<file path="src/rtl/kgp_pkg.sv">
// Shared types for the kgp core: arbiter FSM states, word-address helpers
// and the RV32 opcode constants decoded by kgp_risc.
package kgp_pkg;

    typedef enum logic [1:0] {
        IDLE   = 2'd0,
        CPU_RD = 2'd1,
        LD_RD  = 2'd2
    } arb_state_t;

    localparam logic [6:0] OP_LOAD   = 7'b0000011;
    localparam logic [6:0] OP_STORE  = 7'b0100011;
    localparam logic [6:0] OP_IMM    = 7'b0010011;
    localparam logic [6:0] OP_REG    = 7'b0110011;
    localparam logic [6:0] OP_BRANCH = 7'b1100011;
    localparam logic [6:0] OP_JAL    = 7'b1101111;
    localparam logic [6:0] OP_LUI    = 7'b0110111;

    // Bits needed to index a memory of depth_words 32-bit words.
    function automatic int unsigned waddr_width(input int unsigned depth_words);
        return (depth_words > 1) ? $clog2(depth_words) : 1;
    endfunction

    // Byte address to word address; the two byte-offset bits are dropped.
    function automatic logic [31:0] word_addr(input logic [31:0] byte_addr);
        return byte_addr >> 2;
    endfunction

endpackage

</file>
<file path="src/rtl/dmem_arbiter_if.sv">
// Data-memory arbitration bus: CPU port, loader/debug port and BRAM port.
// slave = arbiter view, master = requesters plus BRAM view.
interface dmem_arbiter_if;
    logic        cpu_req;
    logic        cpu_we;
    logic [31:0] cpu_addr;
    logic [31:0] cpu_wdata;
    logic [31:0] cpu_rdata;
    logic        cpu_stall;

    logic        ld_req;
    logic        ld_we;
    logic [31:0] ld_addr;
    logic [31:0] ld_wdata;
    logic        ld_gnt;
    logic [31:0] ld_rdata;
    logic        ld_rvalid;

    logic        mem_en;
    logic [3:0]  mem_wea;
    logic [31:0] mem_addr;
    logic [31:0] mem_din;
    logic [31:0] mem_dout;

    logic        addr_err;

    modport slave (
        input  cpu_req, cpu_we, cpu_addr, cpu_wdata,
        output cpu_rdata, cpu_stall,
        input  ld_req, ld_we, ld_addr, ld_wdata,
        output ld_gnt, ld_rdata, ld_rvalid,
        output mem_en, mem_wea, mem_addr, mem_din,
        input  mem_dout,
        output addr_err
    );

    modport master (
        output cpu_req, cpu_we, cpu_addr, cpu_wdata,
        input  cpu_rdata, cpu_stall,
        output ld_req, ld_we, ld_addr, ld_wdata,
        input  ld_gnt, ld_rdata, ld_rvalid,
        input  mem_en, mem_wea, mem_addr, mem_din,
        output mem_dout,
        input  addr_err
    );
endinterface

</file>
<file path="src/rtl/rr_starve_ctr.sv">
// CPU-priority grant with loader anti-starvation; grants are combinational
// in the idle cycle, the loader wins after STARVE_MAX consecutive CPU grants.
module rr_starve_ctr #(
    parameter int unsigned STARVE_MAX = 4
) (
    input  logic clk,
    input  logic start,
    input  logic idle,
    input  logic cpu_req,
    input  logic ld_req,
    output logic cpu_gnt,
    output logic ld_gnt
);
    localparam int unsigned CW = (STARVE_MAX > 0) ? $clog2(STARVE_MAX + 1) : 1;
    localparam logic [CW-1:0] CNT_MAX = CW'(STARVE_MAX);

    logic [CW-1:0] starve_cnt;

    assign ld_gnt  = idle && ld_req && (!cpu_req || starve_cnt == CNT_MAX);
    assign cpu_gnt = idle && cpu_req && !ld_gnt;

    // Counts only CPU wins that the loader actually lost.
    always_ff @(posedge clk) begin
        if (start || !ld_req || ld_gnt) begin
            starve_cnt <= '0;
        end else if (cpu_gnt && starve_cnt != CNT_MAX) begin
            starve_cnt <= starve_cnt + CW'(1);
        end
    end
endmodule

</file>
<file path="src/rtl/dmem_arbiter.sv">
// Arbitrates kgp_risc and the loader onto one BRAM: writes finish in the grant
// cycle, reads return one cycle later; losers wait (cpu_stall / no ld_gnt).
module dmem_arbiter
    import kgp_pkg::*;
#(
    parameter int unsigned DEPTH      = 1024,
    parameter int unsigned STARVE_MAX = 4
) (
    input  logic          clk,
    input  logic          start,
    dmem_arbiter_if.slave bus
);
    arb_state_t  state;
    logic        rd_err_q;
    logic [31:0] cpu_rdata_q;
    logic [31:0] ld_rdata_q;

    logic        can_grant;
    logic        cpu_gnt;
    logic        ld_gnt_i;
    logic        granted;
    logic        sel_we;
    logic        oor;
    logic [31:0] sel_addr;
    logic [31:0] sel_wdata;
    logic [31:0] sel_waddr;
    logic [31:0] rd_data;

    assign can_grant = (state == IDLE) && !start;

    rr_starve_ctr #(
        .STARVE_MAX (STARVE_MAX)
    ) u_starve (
        .clk     (clk),
        .start   (start),
        .idle    (can_grant),
        .cpu_req (bus.cpu_req),
        .ld_req  (bus.ld_req),
        .cpu_gnt (cpu_gnt),
        .ld_gnt  (ld_gnt_i)
    );

    always_comb begin
        granted   = cpu_gnt | ld_gnt_i;
        sel_we    = ld_gnt_i ? bus.ld_we    : bus.cpu_we;
        sel_addr  = ld_gnt_i ? bus.ld_addr  : bus.cpu_addr;
        sel_wdata = ld_gnt_i ? bus.ld_wdata : bus.cpu_wdata;
        sel_waddr = word_addr(sel_addr);
        oor       = sel_waddr >= DEPTH;
        rd_data   = rd_err_q ? 32'h0 : bus.mem_dout;
    end

    // Out-of-range accesses never touch the BRAM but keep normal timing.
    assign bus.mem_en    = granted && !oor;
    assign bus.mem_wea   = (granted && sel_we && !oor) ? 4'hF : 4'h0;
    assign bus.mem_addr  = sel_waddr;
    assign bus.mem_din   = sel_wdata;
    assign bus.addr_err  = granted && oor;
    assign bus.ld_gnt    = ld_gnt_i;
    assign bus.ld_rvalid = (state == LD_RD) && !start;
    assign bus.cpu_stall = bus.cpu_req && !start &&
                           !((cpu_gnt && bus.cpu_we) || state == CPU_RD);
    assign bus.cpu_rdata = (state == CPU_RD) ? rd_data : cpu_rdata_q;
    assign bus.ld_rdata  = (state == LD_RD)  ? rd_data : ld_rdata_q;

    always_ff @(posedge clk) begin
        if (start) begin
            state       <= IDLE;
            rd_err_q    <= 1'b0;
            cpu_rdata_q <= '0;
            ld_rdata_q  <= '0;
        end else begin
            case (state)
                IDLE: begin
                    if (granted && !sel_we) begin
                        state    <= cpu_gnt ? CPU_RD : LD_RD;
                        rd_err_q <= oor;
                    end
                end
                CPU_RD: begin
                    cpu_rdata_q <= rd_data;
                    state       <= IDLE;
                end
                LD_RD: begin
                    ld_rdata_q <= rd_data;
                    state      <= IDLE;
                end
                default: state <= IDLE;
            endcase
        end
    end
endmodule

</file>
<file path="src/flat_wrapper.sv">
// flat-port wrapper written by rule: the top's interface ports become plain ports
module dmem_arbiter_flat import kgp_pkg::*;
#(
    parameter int unsigned DEPTH      = 1024,
    parameter int unsigned STARVE_MAX = 4
)
  (clk, start, bus_cpu_req, bus_cpu_we, bus_cpu_addr, bus_cpu_wdata, bus_cpu_rdata, bus_cpu_stall, bus_ld_req, bus_ld_we, bus_ld_addr, bus_ld_wdata, bus_ld_gnt, bus_ld_rdata, bus_ld_rvalid, bus_mem_en, bus_mem_wea, bus_mem_addr, bus_mem_din, bus_mem_dout, bus_addr_err);
  dmem_arbiter_if bus_i ();
  input  logic clk;
  input  logic start;
  input wire logic [$bits(bus_i.cpu_req)-1:0] bus_cpu_req;
  input wire logic [$bits(bus_i.cpu_we)-1:0] bus_cpu_we;
  input wire logic [$bits(bus_i.cpu_addr)-1:0] bus_cpu_addr;
  input wire logic [$bits(bus_i.cpu_wdata)-1:0] bus_cpu_wdata;
  output wire logic [$bits(bus_i.cpu_rdata)-1:0] bus_cpu_rdata;
  output wire logic [$bits(bus_i.cpu_stall)-1:0] bus_cpu_stall;
  input wire logic [$bits(bus_i.ld_req)-1:0] bus_ld_req;
  input wire logic [$bits(bus_i.ld_we)-1:0] bus_ld_we;
  input wire logic [$bits(bus_i.ld_addr)-1:0] bus_ld_addr;
  input wire logic [$bits(bus_i.ld_wdata)-1:0] bus_ld_wdata;
  output wire logic [$bits(bus_i.ld_gnt)-1:0] bus_ld_gnt;
  output wire logic [$bits(bus_i.ld_rdata)-1:0] bus_ld_rdata;
  output wire logic [$bits(bus_i.ld_rvalid)-1:0] bus_ld_rvalid;
  output wire logic [$bits(bus_i.mem_en)-1:0] bus_mem_en;
  output wire logic [$bits(bus_i.mem_wea)-1:0] bus_mem_wea;
  output wire logic [$bits(bus_i.mem_addr)-1:0] bus_mem_addr;
  output wire logic [$bits(bus_i.mem_din)-1:0] bus_mem_din;
  input wire logic [$bits(bus_i.mem_dout)-1:0] bus_mem_dout;
  output wire logic [$bits(bus_i.addr_err)-1:0] bus_addr_err;
  assign bus_i.cpu_req = bus_cpu_req;
  assign bus_i.cpu_we = bus_cpu_we;
  assign bus_i.cpu_addr = bus_cpu_addr;
  assign bus_i.cpu_wdata = bus_cpu_wdata;
  assign bus_cpu_rdata = bus_i.cpu_rdata;
  assign bus_cpu_stall = bus_i.cpu_stall;
  assign bus_i.ld_req = bus_ld_req;
  assign bus_i.ld_we = bus_ld_we;
  assign bus_i.ld_addr = bus_ld_addr;
  assign bus_i.ld_wdata = bus_ld_wdata;
  assign bus_ld_gnt = bus_i.ld_gnt;
  assign bus_ld_rdata = bus_i.ld_rdata;
  assign bus_ld_rvalid = bus_i.ld_rvalid;
  assign bus_mem_en = bus_i.mem_en;
  assign bus_mem_wea = bus_i.mem_wea;
  assign bus_mem_addr = bus_i.mem_addr;
  assign bus_mem_din = bus_i.mem_din;
  assign bus_i.mem_dout = bus_mem_dout;
  assign bus_addr_err = bus_i.addr_err;
  dmem_arbiter #(.DEPTH(DEPTH), .STARVE_MAX(STARVE_MAX)) u_core (.clk(clk), .start(start), .bus(bus_i));
endmodule
</file>
<file path="config.mk">
export PLATFORM = sky130hd
export DESIGN_NAME = dmem_arbiter_flat
export DESIGN_NICKNAME = d
export VERILOG_FILES = /design/src/rtl/kgp_pkg.sv /design/src/rtl/dmem_arbiter_if.sv /design/src/rtl/rr_starve_ctr.sv /design/src/rtl/dmem_arbiter.sv /design/src/flat_wrapper.sv
export SDC_FILE = /design/constraint.sdc
export NUM_CORES = 1
export LEC_CHECK = 0
export BUFFER_PORTS_ARGS = -buffer_cell sky130_fd_sc_hd__buf_2
export CORE_AREA = 2 2 117 119
export CTS_CLUSTER_SIZE = 14
export DETAILED_ROUTE_END_ITERATION = 10
export DIE_AREA = 0 0 119 121
export PLACE_DENSITY = 0.72
export SETUP_SLACK_MARGIN = 0.4
export SLEW_MARGIN = 30
export SYNTH_ARGS = -nofsm -noshare
export SYNTH_HDL_FRONTEND = slang
export SYNTH_SLANG_ARGS = --single-unit
</file>
<file path="constraint.sdc">
create_clock -name clk -period 4.7 [get_ports clk]
set_input_delay 0.94 -clock clk [delete_from_list [all_inputs] [get_ports clk]]
set_output_delay 0.94 -clock clk [all_outputs]
set_load 0.01 [all_outputs]
</file>
==> results_dict.tcl, run 1 <==
set metrics [dict create \
    crit_path_frequent_cell "buf_2" \
    total_leakage_power_uw 0.00313 \
    wl_per_cell_um 13.2 \
    place_area_um2 5390 \
    die_h_um 121 \
    grt_overflow 0 \
    fmax_mhz 264 \
    setup_viol_count_final 0 \
    worstPathArrival_ns 2.85 \
    syn2layout_area_growth_pct 48.1 \
    drt_first_iter_violations 295 \
    die-area_um2 14400 \
    grt_pass1_wl_um 20900 \
    detail_route.first_pass.iterations 4 \
    post_cts_buffers 0 \
    vdd_drop_max_mv 0.167 \
    cap_viol_max_count 0 \
    drive_gt1_share_pct 38.0 \
    dpl.hpwl_um 10400 \
    rrSetupSlack_ns 2.89 \
    num_rows 42 \
    initial_core_util_pct 29.5 \
    post_cts_resized 0 \
    synth-seq-area-share_pct 36.2 \
    gp_congestion 0.839 \
    grtUsageMet2_pct 31.2 \
    critPathBufInv 3 \
    grt-busiest-layer "met2" \
    final_hold_viol_count 0 \
    status "finished, final reports clean" \
    path_cells "buf_2 -> or4b_4 -> nand2b_4 -> buf_4 -> mux2i_1 -> nor3b_2 -> buf_2" \
    finClkSkew_ns 0.00556 \
    end_kind "primary output" \
    wl_um 13600 \
    fin_util_pct 43.8 \
    hold_slack_ns 0.491 \
    synth_area_um2 3870 \
    cts_buffers 9 \
    synthDistinctLibCells 36 \
    num_vias 4568 \
    critical_path_required_ns 3.76 \
    syn_area_per_cell_um2 6.68 \
    fin_area_um2 5730 \
    syn_inst 579 \
    rsz0062_at_grt "no" \
    max_stage_delay_ns 0.53 \
    slew_viol_final 0 \
    cts_hold_buf 0 \
    tns_ns 0 \
    die_w_um 119 \
    tightest_slew_ns 0.630 \
    worstSkewPairLatency_ns 0.32 \
    via_per_inst 4.43 \
    nNetsFinal 1016 \
    drc_errors 0 \
    yosysWarnings 0 \
    period_share_pct 80.6 \
    start_kind "input port" \
    powerDensity_nw_per_um2 294 \
    cp_slowest_cell "or4b_4" \
    cts_tree "built" \
    path_clk_slew_ns 0.06 \
    clock_path_buffers 2 \
    met1_usage_pct 22.4 \
    switching_share_pct 26.7 \
    hold_path.class "flip-flop to flip-flop" \
    cts_root_buf "clkbuf_16" \
    internal_power_uw 1230 \
    num_io_pins 303 \
    crit_fanout 65 \
    synth_seq_cells 70 \
    finalCriticalPeriod_ns 3.79 \
    gr-usage-met3_pct 5.92 \
    cts-htree-levels 3 \
    p_comb_share_pct 19.0 \
    ant_nets 0 \
    coreArea_um2 13100 \
    fillers 1372 \
    clock-sinks 70 \
    power_frac_clock_pct 44.2 \
    grt_pass1_vias 4165 \
    antenna_found_initial 0 \
    grt_max_degree 67 \
    grtUsageTotal_pct 18.2 \
    switchingPower_uw 451 \
    crit_type "input port to primary output" \
    power_frac_seq_pct 36.9 \
    port_buffers 296 \
    cp_top_family "simple AND/OR/NAND/NOR gates" \
    slew_headroom_pct 58.0 \
]
[stage by stage]
step	power (µW)	setup WS (ns)	std cells
2_1_floorplan	791	1.38	580
3_3_place_gp	951	0.907	1013
3_5_place_dp	955	0.899	1013
4_1_cts	1710	0.890	1029
5_1_grt	1780	0.810	1029
6_report	1680	0.914	1030
[state kept, by name (all words and copies together) (netlist names)]
signal	count
u_core.cpu_rdata_q	32
u_core.ld_rdata_q	32
u_core.rd_err_q	1
u_core.state	2
u_core.u_starve.starve_cnt	3
[Yosys cell counts]
master	n	area share (%)
inv_1	3	0.29
o21ai_1	2	0.26
nand3_1	1	0.13
nand3b_1	1	0.19
nor3b_1	1	0.19
buf_2	8	1.0
o2bb2ai_1	1	0.23
a21bo_2	1	0.26
buf_4	5	0.97
nand2b_4	1	0.36
and3_1	1	0.16
a22oi_1	1	0.19
o211a_1	1	0.26
o21ai_0	65	8.4
nor3b_2	1	0.32
nor4_2	1	0.32
ha_1	2	0.65
nor4_1	8	1.3
mux2i_1	2	0.52
buf_6	6	1.7
a21oi_1	4	0.52
nor2b_1	1	0.16
nor2_1	6	0.58
inv_2	1	0.097
nand2b_1	35	5.7
nor3_1	3	0.39
dfxtp_1	70	36
or3_1	1	0.16
and2_1	64	10
clkbuf_1	23	2.2
nand2_1	253	25
a21boi_0	1	0.19
o211ai_1	1	0.19
or4_1	2	0.39
or4b_4	1	0.36
conb_1	1	0.097
[path summary, 6_finish.rpt]
kind / from / to / cells after the start
hold reg to reg: u_core.u_starve.starve_cnt[2] / u_core.u_starve.starve_cnt[2] / 2
setup reg to reg: u_core.u_starve.starve_cnt[0] / u_core.rd_err_q / 6
setup / recovery: start / bus_mem_wea[3] / 7
hold / removal: u_core.u_starve.starve_cnt[2] / u_core.u_starve.starve_cnt[2] / 2
[worst register-to-register path: stages (launching register included)]
cell	delay [ns]
dfxtp_1	0.37
inv_1	0.06
ha_1	0.22
a21boi_0	0.44
o211ai_1	0.17
o2bb2ai_1	0.31
mux2i_1	0.11
[cells by family (layout without fill, tap and decap cells)]
family,Yosys count,in the layout,synth area share [%]
other,1,3,0.0970
adders and majority gates,2,2,0.647
AOI/OAI and AO/OA,77,77,10.5
DFF,70,70,36.2
and+or+nand+nor,381,381,45.6
buffers and inverters,46,319,6.38
muxes,2,2,0.518
[cell type report]
| type | instances | area [µm²] | area share (%) |
|---|---|---|---|
| Clock inverter | 6 | 93.8 | 1.64 |
| Clock buffer | 10 | 239 | 4.17 |
| Antenna cell | 1 | 2.50 | 0.0437 |
| Inverter | 4 | 15.0 | 0.262 |
| Tap cell | 176 | 220 | 3.85 |
| Timing Repair Buffer | 299 | 1520 | 26.5 |
| Multi-Input combinational cell | 464 | 2240 | 39.1 |
| Sequential cell | 70 | 1400 | 24.5 |
[metal layers]
layer	part of all wire, %	routed length, µm
met2	48	6520
met1	42	5680
met4	0.96	131
met3	9.2	1250
met5	0	0
[power groups by stage]
stage               logic [µW]  registers [µW]  clock network, µW
finish                     320             621                744
global route               357             623                797
CTS                        322             621                765
detailed placement         321             635                  0
global placement           318             634                  0
floorplan                  166             625                  0
[cells in the final DEF (no fill, tap or decap), types with 3 or more instances in the layout]
| cell | n |
|---|---|
| nor2_1 | 6 |
| nor3_1 | 3 |
| clkbuf_16 | 9 |
| buf_2 | 296 |
| nand2b_1 | 33 |
| a21oi_1 | 4 |
| and2_1 | 64 |
| inv_1 | 3 |
| nor4_1 | 8 |
| nand2_1 | 253 |
| o21ai_0 | 65 |
| nand2b_4 | 3 |
| dfxtp_1 | 69 |
Power figures use the tool's default switching activity.
==> run 2: changes to the inputs <==
- ABC_AREA: default -> 1
- CORE_AREA: 2 2 117 119 -> 2 2 116 118
- DIE_AREA: 0 0 119 121 -> 0 0 118 120
- PLACE_DENSITY: 0.72 -> 0.75
- clock period: 4.7 -> 3.5 ns (I/O delays scaled with it)
==> run 2 against run 1 <==
Against the previous run:
- die area down 1.7%
- register-to-register slack lost 1.2 ns
- clock-buffer cell count is the same
- clock skew increased by 0.0051 ns
- routed wire length is 16% higher
- non-clock buffer count increased by 15
- combinational power increased by 60%
- highest routed layer unchanged
- cell count rose by 15%
- largest cell class unchanged
- hold slack worse by 0.024 ns
- critical endpoint is now bus_mem_wea[0]
==> results_dict.tcl, run 2 <==
set metrics [dict create \
    drc_errors 0 \
    start_kind "input port" \
    grt_max_degree 66 \
    status "finished, final reports clean" \
    synth.most_common_cell "nand2_1" \
    wl_um 15700 \
    synth_area_um2 4110 \
    cts-htree-levels 3 \
    biggestRegsByFlops "u_core.cpu_rdata_q (32), u_core.ld_rdata_q (32), u_core.u_starve.starve_cnt (3)" \
    yosysWarnings 0 \
    via_per_inst 4.45 \
    drt_first_iter_violations 255 \
    worstSkewPairLatency_ns 0.34 \
    switching_share_pct 28.6 \
    tightest_slew_ns 0.693 \
    diodes 0 \
    port_buffers 296 \
    path_clk_slew_ns 0.06 \
    worstPathArrival_ns 2.35 \
    cap_viol_max_count 0 \
    power_frac_seq_pct 35.3 \
    hold_path.class "flip-flop to flip-flop" \
    num_io_pins 303 \
    cts_buffers 9 \
    ys.flop_type "dfxtp_1" \
    p_comb_share_pct 21.9 \
    powerDensity_nw_per_um2 374 \
    synth_edf_count 0 \
    die_w_um 118 \
    rsz0062_at_grt "no" \
    grt_pass1_vias 4802 \
    die-area_um2 14200 \
    setup_viol_count_final 0 \
    total_leakage_power_uw 0.00383 \
    clock_path_buffers 2 \
    cts_root_buf "clkbuf_16" \
    crit_type "input port to primary output" \
    synth-seq-area-share_pct 34.1 \
    finalCriticalPeriod_ns 3.05 \
    power_frac_clock_pct 42.8 \
    drive_gt1_share_pct 37.1 \
    nNetsFinal 1172 \
    num_rows 42 \
    ys_top_cells_by_count "nand2_1 (377), dfxtp_1 (70), inv_1 (70)" \
    final_cell_mix "nand2_1 (369), buf_2 (292), inv_1 (69), dfxtp_1 (69), a21oi_1 (67)" \
    die_h_um 120 \
    wl_per_cell_um 13.3 \
    final_hold_viol_count 0 \
    end_kind "primary output" \
    internal_power_uw 1670 \
    grt_pass1_wl_um 24100 \
    initial_core_util_pct 31.7 \
    num_vias 5268 \
    clock-sinks 70 \
    synthDistinctLibCells 27 \
    dpl.hpwl_um 11900 \
    vdd_drop_max_mv 0.205 \
    synth_seq_cells 70 \
    cts_tree "built" \
    gp_congestion 0.862 \
    final_common_cell "nand2_1" \
    power_uw 2340 \
    syn_inst 717 \
    antenna_found_initial 0 \
    grt_overflow 0 \
    synth_top_area_share_pct 34.4 \
    slew_viol_final 0 \
    syn2layout_area_growth_pct 51.9 \
    ant_nets 0 \
    fmax_mhz 328 \
    netlist_top_cells_area "nand2_1 (34%), dfxtp_1 (34%), a21oi_1 (8.2%), inv_1 (6.4%), nor2_1 (4.4%)" \
    yosysTopAreaCell "nand2_1" \
    grtUsageTotal_pct 21.8 \
    detail_route.first_pass.iterations 4 \
    finClkSkew_ns 0.0106 \
    async_flop_share_pct 0 \
    switchingPower_uw 667 \
    syn_area_per_cell_um2 5.73 \
    crit_fanout 5 \
    slew_headroom_pct 53.8 \
    critical_path_required_ns 2.80 \
    period_share_pct 87.1 \
    coreArea_um2 13000 \
    tns_ns 0 \
]
-- run 2: cell types whose count changed in the layout (fill, tap and decap cells not counted), moves of 33 or more --
cell / before / now
o21ai_0: 65 / 0
nand2b_1: 33 / 0
nand2_1: 253 / 369
a21oi_1: 4 / 67
nor2_1: 6 / 43
inv_1: 3 / 69
and2_1: 64 / 0
-- run 2: layout make-up --
cell class | instances | area (µm²)
Fill cell | 1381 | 6740
Multi-Input combinational cell | 538 | 2370
Timing Repair Buffer | 314 | 1650
Sequential cell | 70 | 1400
Inverter | 71 | 274
Clock buffer | 10 | 239
Tap cell | 176 | 220
Clock inverter | 6 | 92.6
-- run 2: logic make-up after synthesis --
group	synth area share (%)
AOI/OAI and AO/OA	8.55
xor gates and xnor gates	0.213
adders and majority gates	0.609
buffers and inverters	11.8
DFF	34.1
other	0.0912
and+or+nand+nor	44.6
-- run 2: per-layer routing --
layer	part of all wire (%)	up-vias	track usage (%)
li1	-	2724	-
met1	40	2286	26.1
met2	49	227	37.1
met3	6.4	31	3.99
met4	4.5	0	11.4
met5	0	-	0
-- run 2: worst paths after layout --
kind / from / end / slack, ns / depth (start not counted)
hold / removal: u_core.ld_rdata_q[31] / u_core.ld_rdata_q[31] / 0.47 / 2
setup / recovery: bus_ld_req / bus_mem_wea[0] / 0.45 / 13
setup reg to reg: u_core.u_starve.starve_cnt[1] / u_core.rd_err_q / 1.69 / 14
hold reg to reg: u_core.ld_rdata_q[31] / u_core.ld_rdata_q[31] / 0.47 / 2
-- run 2: critical path, stage by stage --
cell and delay (ns):
buf_2 0.09, inv_1 0.06, nor2_4 0.23, buf_4 0.17
nand3_4 0.12, nand2_2 0.09, nand2_2 0.06, nor2_2 0.12
nand2_1 0.09, nor2_4 0.14, nand3_4 0.10, nor2_4 0.24
buf_6 0.15
-- run 2: power groups by stage --
stage / registers (µW) / clock network (µW) / logic (µW)
5_1_grt: 826 / 1060 / 565
3_3_place_gp: 840 / 0 / 485
2_1_floorplan: 839 / 0 / 253
3_5_place_dp: 841 / 0 / 487
6_report: 824 / 1000 / 511
4_1_cts: 824 / 1020 / 495
-- run 2: per-stage QoR --
stage | utilization, % | setup slack (ns) | hold WS [ns] | area, µm² | cells
6_report | 48.1 | 0.450 | 0.466 | 6240 | 1185
5_1_grt | 48.1 | 0.338 | 0.486 | 6240 | 1185
4_1_cts | 46.6 | 0.417 | 0.469 | 6050 | 1176
3_5_place_dp | 43.6 | 0.247 | 0.460 | 5660 | 1156
3_3_place_gp | 43.6 | 0.241 | 0.456 | 5660 | 1156
2_1_floorplan | - | 0.675 | 0.448 | 4110 | 718
-- run 2: what timing repair did --
action,in CTS,in global routing
setup buffers,2,8
gates cloned,2,1
hold buffers,0,0
resized for setup,5,30
pin swaps,0,11
endpoints found under the setup margin,49,22
